$ cat src/rtl/iob2axi_rd_ctrl.sv
`default_nettype none
// ============================================================================
// iob2axi_rd_ctrl : splits a read command into 4KB-safe, FIFO-credit-limited
//                   bursts for iob2axi_rd and buffers returned words.
// Revision: 1.0
// ============================================================================
module iob2axi_rd_ctrl #(
  parameter int ADDR_W     = 32,
  parameter int DATA_W     = 32,
  parameter int WORDS_W    = 16,
  parameter int FIFO_DEPTH = 16
) (
  input  logic               clk,
  input  logic               rst_n,
  input  logic               cmd_valid,
  input  logic [ADDR_W-1:0]  cmd_addr,
  input  logic [WORDS_W-1:0] cmd_words,
  output logic               cmd_ready,
  output logic               done,
  output logic               error,
  output logic               run,
  output logic [7:0]         length,
  input  logic               rd_ready,
  input  logic               rd_error,
  output logic               s_valid,
  output logic [ADDR_W-1:0]  s_addr,
  input  logic [DATA_W-1:0]  s_rdata,
  input  logic               s_ready,
  output logic               o_valid,
  output logic [DATA_W-1:0]  o_data,
  input  logic               o_ready
);

  localparam int BYTES  = DATA_W / 8;
  localparam int BSHIFT = $clog2(BYTES);
  localparam int PTR_W  = $clog2(FIFO_DEPTH);
  localparam int CW     = (WORDS_W > 13) ? WORDS_W : 13;

  localparam logic [ADDR_W-1:0] c_ALIGN_MASK = ~ADDR_W'(BYTES - 1);

  localparam logic [2:0] c_IDLE  = 3'd0;
  localparam logic [2:0] c_CALC  = 3'd1;
  localparam logic [2:0] c_REQ   = 3'd2;
  localparam logic [2:0] c_BURST = 3'd3;
  localparam logic [2:0] c_FIN   = 3'd4;

  logic [2:0]         state_q, state_d;
  logic [ADDR_W-1:0]  addr_q, addr_d;
  logic [WORDS_W-1:0] rem_q, rem_d;
  logic [8:0]         burst_q, burst_d;
  logic [8:0]         outst_q, outst_d;
  logic [7:0]         len_q, len_d;
  logic               err_q, err_d;

  logic [DATA_W-1:0]  mem_q [FIFO_DEPTH];
  logic [PTR_W-1:0]   wr_ptr_q, rd_ptr_q;
  logic [PTR_W:0]     cnt_q;

  logic               w_push, w_pop;
  logic [9:0]         w_credits;
  logic [12:0]        w_bnd_bytes;
  logic [CW-1:0]      w_bnd;
  logic [CW-1:0]      w_lim;

  assign w_push      = (state_q == c_BURST) && s_ready;
  assign w_pop       = o_valid && o_ready;
  assign w_credits   = 10'(FIFO_DEPTH) - 10'(cnt_q) - 10'(outst_q);
  assign w_bnd_bytes = 13'h1000 - {1'b0, addr_q[11:0]};
  assign w_bnd       = CW'(w_bnd_bytes >> BSHIFT);

  // Burst size: smallest of words left, AXI max, distance to 4KB page end, FIFO credits.
  always_comb begin
    w_lim = CW'(256);
    if (CW'(w_credits) < w_lim) w_lim = CW'(w_credits);
    if (w_bnd < w_lim)          w_lim = w_bnd;
    if (CW'(rem_q) < w_lim)     w_lim = CW'(rem_q);
  end

  always_comb begin
    state_d = state_q;
    addr_d  = addr_q;
    rem_d   = rem_q;
    burst_d = burst_q;
    outst_d = outst_q;
    len_d   = len_q;
    err_d   = err_q;
    if (w_push) outst_d = outst_q - 9'd1;
    case (state_q)
      c_IDLE: begin
        if (cmd_valid) begin
          addr_d  = cmd_addr & c_ALIGN_MASK;
          rem_d   = cmd_words;
          err_d   = 1'b0;
          state_d = (cmd_words == '0) ? c_FIN : c_CALC;
        end
      end
      c_CALC: begin
        if (w_credits != 10'd0) begin
          burst_d = w_lim[8:0];
          outst_d = w_lim[8:0];
          len_d   = w_lim[7:0] - 8'd1;
          state_d = c_REQ;
        end
      end
      c_REQ: begin
        if (!rd_ready) state_d = c_BURST;
      end
      c_BURST: begin
        if ((outst_q == 9'd0) && rd_ready) begin
          err_d   = err_q | rd_error;
          addr_d  = addr_q + (ADDR_W'(burst_q) << BSHIFT);
          rem_d   = rem_q - WORDS_W'(burst_q);
          state_d = (rem_q == WORDS_W'(burst_q)) ? c_FIN : c_CALC;
        end
      end
      c_FIN:   state_d = c_IDLE;
      default: state_d = c_IDLE;
    endcase
  end

  always_ff @(posedge clk or negedge rst_n) begin
    if (!rst_n) begin
      state_q <= c_IDLE;
      addr_q  <= '0;
      rem_q   <= '0;
      burst_q <= '0;
      outst_q <= '0;
      len_q   <= '0;
      err_q   <= 1'b0;
    end else begin
      state_q <= state_d;
      addr_q  <= addr_d;
      rem_q   <= rem_d;
      burst_q <= burst_d;
      outst_q <= outst_d;
      len_q   <= len_d;
      err_q   <= err_d;
    end
  end

  // Output FIFO: first-word fall-through; storage itself needs no reset.
  always_ff @(posedge clk or negedge rst_n) begin
    if (!rst_n) begin
      wr_ptr_q <= '0;
      rd_ptr_q <= '0;
      cnt_q    <= '0;
    end else begin
      if (w_push) wr_ptr_q <= wr_ptr_q + PTR_W'(1);
      if (w_pop)  rd_ptr_q <= rd_ptr_q + PTR_W'(1);
      case ({w_push, w_pop})
        2'b10:   cnt_q <= cnt_q + (PTR_W+1)'(1);
        2'b01:   cnt_q <= cnt_q - (PTR_W+1)'(1);
        default: cnt_q <= cnt_q;
      endcase
    end
  end

  always_ff @(posedge clk) begin
    if (w_push) mem_q[wr_ptr_q] <= s_rdata;
  end

  assign cmd_ready = (state_q == c_IDLE);
  assign done      = (state_q == c_FIN);
  assign run       = (state_q == c_REQ);
  assign s_valid   = (state_q == c_BURST);
  assign length    = len_q;
  assign s_addr    = addr_q;
  assign error     = err_q;
  assign o_valid   = (cnt_q != '0);
  assign o_data    = mem_q[rd_ptr_q];

endmodule
`default_nettype wire
$ cat config.mk
export PLATFORM = sky130hd
export DESIGN_NAME = iob2axi_rd_ctrl
export DESIGN_NICKNAME = d
export VERILOG_FILES = /design/src/rtl/iob2axi_rd_ctrl.sv
export SDC_FILE = /design/constraint.sdc
export NUM_CORES = 1
export LEC_CHECK = 0
export BUFFER_PORTS_ARGS = -buffer_cell sky130_fd_sc_hd__buf_2
export CAP_MARGIN = 10
export CORE_MARGIN = 2
export CORE_UTILIZATION = 45
export CTS_CLUSTER_DIAMETER = 100
export DETAILED_ROUTE_END_ITERATION = 8
export HOLD_SLACK_MARGIN = 0.03
export REMOVE_ABC_BUFFERS = 1
export SKIP_LAST_GASP = 1
export SYNTH_ARGS = -nofsm -noshare
export SYNTH_HDL_FRONTEND = slang
export SYNTH_SLANG_ARGS = --single-unit
$ cat constraint.sdc
create_clock -name clk -period 8.75 [get_ports clk]
set_input_delay 0.4375 -clock clk [delete_from_list [all_inputs] [get_ports clk]]
set_output_delay 0.4375 -clock clk [all_outputs]
set_load 0.005 [all_outputs]
==> flow_summary.json, run 1 <==
{
  "synth_area_leader_cell": "sky130_fd_sc_hd__edfxtp_1",
  "initialDrtViolationCount": 1139,
  "synth_cell_type_count": 80,
  "whs_path_depth": 3,
  "synth.yosys.warnings": 0,
  "hold_viol_final": 0,
  "power.switching_fraction_pct": 37.6,
  "power_density_mw_per_mm2": 390,
  "num_vias": 15100,
  "synth_enable_flop_cells": 512,
  "vias_per_cell": 5.81,
  "grt_use_met2_pct": 35.2,
  "layout-drive-gt1-share_pct": 26.9,
  "worst_setup_path_end_kind": "flop",
  "result_of_the_run": "complete, no violations",
  "floorplan.die_area_mm2": 0.0607,
  "initial_antenna_violation_count": 5,
  "worst-path-max-fanout": 16,
  "rr_worst_depth": 35,
  "port-buffer-count": 160,
  "timing.critical_path.arrival_ns": 8.50,
  "clock_latency_ns": 0.64,
  "fin_area_mm2": 0.0303,
  "fmaxAchievable_mhz": 125,
  "crit_type": "flop to flop",
  "grt_first_pass_wirelength_um": 94700,
  "worst_path_max_delay_cell": "sky130_fd_sc_hd__o41ai_1",
  "cts.sinks": 601,
  "drt_drc_violations_left": 0,
  "design.portCount": 165,
  "clk_buf_depth": 3,
  "tightestPinTransition_ns": 1.06,
  "tritoncts": "done",
  "globalRoute.totalOverflow": 0,
  "asyncSetResetFlopFracSynth_pct": 14.8,
  "fin_skew_ns": 0.0349,
  "static-leakage-power_uw": 0.0106,
  "grt_setup_unrepaired": "false",
  "irDropWorstVdd_v": 0.000253,
  "layout-area-overhead-vs-synth_pct": 14.8,
  "syn_inst": 1600,
  "coreArea_mm2": 0.0579,
  "drt.antenna.violating_nets": 0,
  "fin_crit_sh_pct": 91.3,
  "routed_wirelength_um": 62500,
  "ys_flop_type": "sky130_fd_sc_hd__edfxtp_1",
  "slew_viol_final": 0,
  "first_global_vias": 15600,
  "final_cell_mix": "512 x sky130_fd_sc_hd__edfxtp_1, 160 x sky130_fd_sc_hd__mux4_2, 159 x sky130_fd_sc_hd__buf_2, 88 x sky130_fd_sc_hd__nand2_1, 85 x sky130_fd_sc_hd__dfrtp_1",
  "yosys_register_bits": 601,
  "wl_per_cell_um": 24.1,
  "hold_path.class": "primary input to flop",
  "dpl-instance-area_mm2": 0.0282,
  "min_delay_worst_endpoint": "s_addr[8]",
  "globalRouteTotalUtil_pct": 20.9,
  "clock_tree_root_driver_cell": "sky130_fd_sc_hd__clkbuf_16",
  "crit_path_start": "cnt_q[0]",
  "met3_grt_util_pct": 3.19,
  "internal-power_uw": 7390,
  "placementRows": 88,
  "setup_total_negative_slack_ns": 0,
  "final_common_cell": "sky130_fd_sc_hd__edfxtp_1",
  "max_slew_margin_pct": 29.3,
  "hpwlAfterDp_um": 36300,
  "worst_path_largest_cell_delay_ns": 0.58,
  "critical_path.startpoint_type": "flop",
  "initial_utilization_pct": 45.6,
  "yosys.area.top_type_share_pct": 58.2,
  "dr.pass1.iters": 7,
  "die_width_um": 246,
  "clock_pin_slew_of_the_registers_on_the_worst_case_setup_and_hold_paths_ns": 0.06,
  "fin_nets": 1931,
  "worstReg2RegStart": "cnt_q[0]",
  "grt_util_met1_pct": 28.3,
  "r2r_slack_ns": 0.76,
  "cp_common_cell": "sky130_fd_sc_hd__ha_1",
  "syn_std_cell_area_mm2": 0.0264,
  "critPathRequiredTime_ns": 9.27,
  "layout_utilization_pct": 52.4,
  "maxcap_viol_count": 0,
  "cts_htree_levels": 2,
  "synthesis.area_per_instance_um2": 16.5,
  "die_h_um": 246,
  "share_seq_of_total_power_pct": 32.4,
  "top_usage_layer": "met2",
  "clock_power_share_pct": 23.0,
  "cts_made_buffers": 61,
  "hold_path.startpoint": "cmd_addr[8]",
  "min_cycle_time_layout_ns": 7.99,
  "combPwrFrac_pct": 44.6,
  "finalWeightedCongestion": 0.843,
  "timing.rr.end": "length[6]",
  "synth_area_leaders": "sky130_fd_sc_hd__edfxtp_1 58%, sky130_fd_sc_hd__mux4_2 14%, sky130_fd_sc_hd__dfrtp_1 8.4%",
  "synth_seq_area_share_pct": 66.6,
  "setup_violations": 0,
  "power.net_switching_uw": 4460,
  "grt_max_degree": 114
}
-- Yosys cell counts (3+ instances only) --
cell type,count
sky130_fd_sc_hd__fa_1,4
sky130_fd_sc_hd__and3_1,15
sky130_fd_sc_hd__nor3b_1,7
sky130_fd_sc_hd__a21oi_1,59
sky130_fd_sc_hd__mux4_2,160
sky130_fd_sc_hd__nor2b_1,10
sky130_fd_sc_hd__o21ai_1,10
sky130_fd_sc_hd__a211o_1,5
sky130_fd_sc_hd__a31oi_1,4
sky130_fd_sc_hd__dfrtp_1,89
sky130_fd_sc_hd__nor2_1,68
sky130_fd_sc_hd__a211oi_1,11
sky130_fd_sc_hd__xor2_1,11
sky130_fd_sc_hd__nor4_1,16
sky130_fd_sc_hd__xnor2_1,30
sky130_fd_sc_hd__nor3_1,27
sky130_fd_sc_hd__o22ai_1,23
sky130_fd_sc_hd__clkbuf_1,54
sky130_fd_sc_hd__buf_4,3
sky130_fd_sc_hd__buf_2,3
sky130_fd_sc_hd__o21a_1,6
sky130_fd_sc_hd__or3_1,6
sky130_fd_sc_hd__a2bb2oi_1,6
sky130_fd_sc_hd__o2111ai_1,5
sky130_fd_sc_hd__nand3b_1,3
sky130_fd_sc_hd__mux2_2,5
sky130_fd_sc_hd__nand2b_1,8
sky130_fd_sc_hd__o21ai_0,56
sky130_fd_sc_hd__nand4_1,10
sky130_fd_sc_hd__mux2i_1,17
sky130_fd_sc_hd__a21boi_0,6
sky130_fd_sc_hd__edfxtp_1,512
sky130_fd_sc_hd__and2_1,13
sky130_fd_sc_hd__o211ai_1,10
sky130_fd_sc_hd__ha_1,60
sky130_fd_sc_hd__inv_1,65
sky130_fd_sc_hd__o22a_1,3
sky130_fd_sc_hd__a21o_1,9
sky130_fd_sc_hd__nand2_1,88
sky130_fd_sc_hd__nand3_1,37
sky130_fd_sc_hd__buf_1,17
-- critical path: cells and delay by family, from the launching register on --
family	cells	cell delay, ns
flops	1	0.47
simple gates	8	1.44
fa+ha+maj	6	1.45
mux	1	0.29
compound gates	15	3.75
buf+inv	5	0.48
-- per-stage QoR --
| stage | setup WS [ns] | power, uW | hold slack, ns | cells |
|---|---|---|---|---|
| final | 0.763 | 11800 | 0.0865 | 2598 |
| after global routing | 0.0755 | 12600 | 0.0821 | 2597 |
| after CTS | 0.796 | 11900 | 0.0482 | 2597 |
| after detailed placement | 0.816 | 9170 | 0.469 | 2480 |
| after global placement | 0.968 | 9080 | 0.456 | 2480 |
| after floorplan | 1.44 | 7740 | 0.142 | 1524 |
-- flip-flops by register name, summed over array words and instances (netlist names) --
register,count
mem_q,512
s_addr,30
rem_q,16
burst_q,9
outst_q,9
length,8
cnt_q,5
rd_ptr_q,4
wr_ptr_q,4
state_q,3
error,1
-- repair_timing --
action	4_1_cts	5_1_grt
hold buffers	2	0
gates resized for setup	0	0
setup buffers	0	0
endpoints found under the hold margin	41	0
-- worst max path at each step --
| stage | end | slack (ns) | depth (start not counted) |
|---|---|---|---|
| after floorplan | length[6] | 1.44 | 34 |
| after global placement | length[6] | 0.97 | 35 |
| after detailed placement | length[6] | 0.82 | 35 |
| after CTS | length[6] | 0.80 | 34 |
| after global routing | length[6] | 0.08 | 35 |
| final | length[6] | 0.76 | 35 |
-- metal layers --
layer / part of all wire, % / vias up
li1: - / 6719
met1: 43 / 7852
met2: 49 / 420
met3: 5.6 / 99
met4: 2.3 / 10
met5: 0.10 / -
-- cell type report --
| type | count | area, um2 |
|---|---|---|
| fillers | 4704 | 27600 |
| clock inverters | 44 | 526 |
| diodes | 1 | 2.50 |
| well taps | 765 | 957 |
| inverters | 67 | 251 |
| clock buffers | 71 | 1590 |
| repair buffers | 193 | 1070 |
| flip-flops and latches | 601 | 17600 |
| multi-input cells | 856 | 8340 |
-- kinds of logic (layout without fill, tap and decap cells) --
| family | Yosys count | count (layout) | share of synthesized area, % |
|---|---|---|---|
| AND/OR/NAND/NOR | 321 | 321 | 6.04 |
| other | 2 | 5 | 0.0284 |
| buffers and inverters | 145 | 375 | 2.15 |
| multiplexers | 183 | 183 | 14.6 |
| flip-flops | 601 | 601 | 66.6 |
| XOR/XNOR | 41 | 41 | 1.36 |
| AO/OA/AOI/OAI | 243 | 243 | 6.11 |
| adder cells (fa/ha/maj) | 64 | 64 | 3.14 |
-- power groups by stage --
stage	Sequential (uW)	Clock [uW]	Combinational [uW]
floorplan	3970	0	3770
global placement	3880	0	5200
detailed placement	3900	0	5270
CTS	3840	2780	5310
global route	3890	2880	5800
finish	3840	2720	5280
(Power assumes the default switching activity.)
==> run 2, diff against run 1 <==
Settings changed: CORE_MARGIN 2 to unset, PLACE_DENSITY set to 0.63, SLEW_MARGIN set to 0.
==> run 2 against run 1 <==
Effect of this change: clock skew down 0.0070 ns; critical path depth unchanged; critical endpoint unchanged; register-to-register slack better by 0.04 ns; setup slack better by 0.044 ns.
==> flow_summary.json, run 2 (synthesized netlist as in run 1, its figures left out) <==
{
  "worstSetupEndpoint": "length[6]",
  "route.top_layer_used": "met5",
  "hpwlAfterDp_um": 35800,
  "dpl-instance-area_mm2": 0.0282,
  "port-buffer-count": 160,
  "wl_met2_um": 31000,
  "critical_path.startpoint_type": "flop",
  "post_cts_buffers": 0,
  "tritoncts": "done",
  "initialDrtViolationCount": 1112,
  "finalWeightedCongestion": 0.842,
  "design.portCount": 165,
  "cts_made_buffers": 67,
  "drt.antenna.violating_nets": 0,
  "result_of_the_run": "complete, no violations",
  "worst_path_max_delay_cell": "sky130_fd_sc_hd__o41ai_1",
  "placementRows": 88,
  "fill_cell_total_of_the_finished_layout": 4649,
  "dr.pass1.iters": 5,
  "ctsResizeCount": 0,
  "clock_pin_slew_of_the_registers_on_the_worst_case_setup_and_hold_paths_ns": 0.06,
  "maxcap_viol_count": 0,
  "timing.rr.end": "length[6]",
  "largest_reg_flops": 512,
  "fin_crit_sh_pct": 90.8,
  "worst-path-max-fanout": 16,
  "cp_common_cell": "sky130_fd_sc_hd__ha_1",
  "grt_setup_unrepaired": "false",
  "worst_path_largest_cell_delay_ns": 0.60,
  "slew_viol_final": 0,
  "fin_skew_ns": 0.0279,
  "layout-drive-gt1-share_pct": 27.0,
  "crit_path_start": "cnt_q[0]",
  "fmaxAchievable_mhz": 126,
  "hold_viol_final": 0,
  "initial_antenna_violation_count": 5,
  "first_global_vias": 15300,
  "setup_total_negative_slack_ns": 0,
  "final_cell_mix": "512 x sky130_fd_sc_hd__edfxtp_1, 160 x sky130_fd_sc_hd__mux4_2, 159 x sky130_fd_sc_hd__buf_2, 88 x sky130_fd_sc_hd__nand2_1, 85 x sky130_fd_sc_hd__dfrtp_1",
  "wl_per_cell_um": 23.9,
  "critPathRequiredTime_ns": 9.24,
  "coreArea_mm2": 0.0578,
  "globalRouteTotalUtil_pct": 21.1,
  "clock_tree_root_driver_cell": "sky130_fd_sc_hd__clkbuf_16",
  "r2r_slack_ns": 0.81,
  "hold_path.class": "primary input to flop",
  "final_critical_path_setup_slack_ns": 0.807,
  "layout-area-overhead-vs-synth_pct": 14.9,
  "timing.critical_path.arrival_ns": 8.43,
  "met3_wirelength_um": 3340,
  "min_cycle_time_layout_ns": 7.94,
  "fin_area_mm2": 0.0303,
  "grt_max_degree": 116,
  "routed_wirelength_um": 62100,
  "die_h_um": 244,
  "cts_htree_levels": 3,
  "clock_latency_ns": 0.61,
  "dp_worst_setup_slack_ns": 0.872,
  "initial_utilization_pct": 45.7,
  "die_width_um": 244,
  "num_vias": 15100,
  "power_density_mw_per_mm2": 391,
  "grt_first_pass_wirelength_um": 94100,
  "floorplan.die_area_mm2": 0.0597,
  "worst_setup_path_end_kind": "flop",
  "irDropWorstVdd_v": 0.000284,
  "drt_drc_violations_left": 0,
  "max_slew_margin_pct": 29.1,
  "totalPowerFinal_uw": 11900,
  "static-leakage-power_uw": 0.0106,
  "worstReg2RegStart": "cnt_q[0]",
  "fin_nets": 1935,
  "vias_per_cell": 5.81,
  "globalRoute.totalOverflow": 0,
  "cts.sinks": 601,
  "clk_buf_depth": 3,
  "rr_worst_depth": 35,
  "routedLengthMet1_um": 26500,
  "tightestPinTransition_ns": 1.06,
  "crit_type": "flop to flop",
  "top_register": "mem_q",
  "final_common_cell": "sky130_fd_sc_hd__edfxtp_1",
  "setup_violations": 0
}
==> run 2: changes by cell type in the layout (fill, tap and decap cells not counted), moves of 3 or more <==
cell / before / now
sky130_fd_sc_hd__bufinv_16: 10 / 4
sky130_fd_sc_hd__clkbuf_1: 9 / 13
sky130_fd_sc_hd__clkinv_1: 12 / 9
sky130_fd_sc_hd__inv_16: 0 / 3
sky130_fd_sc_hd__clkinv_4: 0 / 3
sky130_fd_sc_hd__clkbuf_16: 62 / 67
==> run 2: layer usage <==
metal	track usage (%)	vias to the layer above
li1	-	6737
met1	28.5	7841
met2	35.3	445
met3	3.81	95
met4	5.35	8
met5	0	-
==> run 2: layout make-up <==
cell class	count	area [um2]	area share (%)
well taps	765	957	3.15
clock inverters	40	394	1.30
inverters	67	251	0.829
repair buffers	191	1050	3.46
flip-flops and latches	601	17600	58.0
diodes	2	5.00	0.0165
multi-input cells	856	8340	27.5
clock buffers	81	1740	5.73
==> run 2: worst min path at each step <==
stage / from / to / slack [ns] / cells past startpoint
final: cmd_addr[6] / s_addr[6] / 0.09 / 3
after global routing: cmd_addr[2] / s_addr[2] / 0.09 / 3
after CTS: cmd_addr[6] / s_addr[6] / 0.06 / 3
after detailed placement: rst_n / cnt_q[2] / 0.31 / 1
after global placement: rst_n / cnt_q[4] / 0.30 / 1
after floorplan: rst_n / burst_q[0] / 0.14 / 0
==> run 2: worst max-delay path, delay by kind of cell, from the launching register on <==
kind | cells | cell delay [ns]
muxes | 1 | 0.30
and+or+nand+nor | 8 | 1.44
AOI/OAI and AO/OA | 15 | 3.71
DFF | 1 | 0.46
buffers and inverters | 5 | 0.47
adders and majority gates | 6 | 1.46
==> run 2: report_power, final <==
part | internal (uW) | leakage (uW) | total [uW] | switching, uW
sequential | 3430 | 0.00565 | 3850 | 416
clock | 1560 | 0.00105 | 2730 | 1160
combinational | 2360 | 0.00387 | 5290 | 2930
==> run 2: per-stage QoR <==
| stage | instances | util [%] | hold WS (ns) |
|---|---|---|---|
| after CTS | 2601 | 52.5 | 0.0650 |
| after global placement | 2479 | 48.8 | 0.302 |
| after detailed placement | 2479 | 48.8 | 0.305 |
| after floorplan | 1524 | - | 0.142 |
| final | 2603 | 52.5 | 0.0898 |
| after global routing | 2601 | 52.5 | 0.0923 |
==> run 2: repair_timing <==
action,4_1_cts,5_1_grt
endpoints found under the setup margin,0,0
hold buffers,1,0
endpoints found under the hold margin,9,0
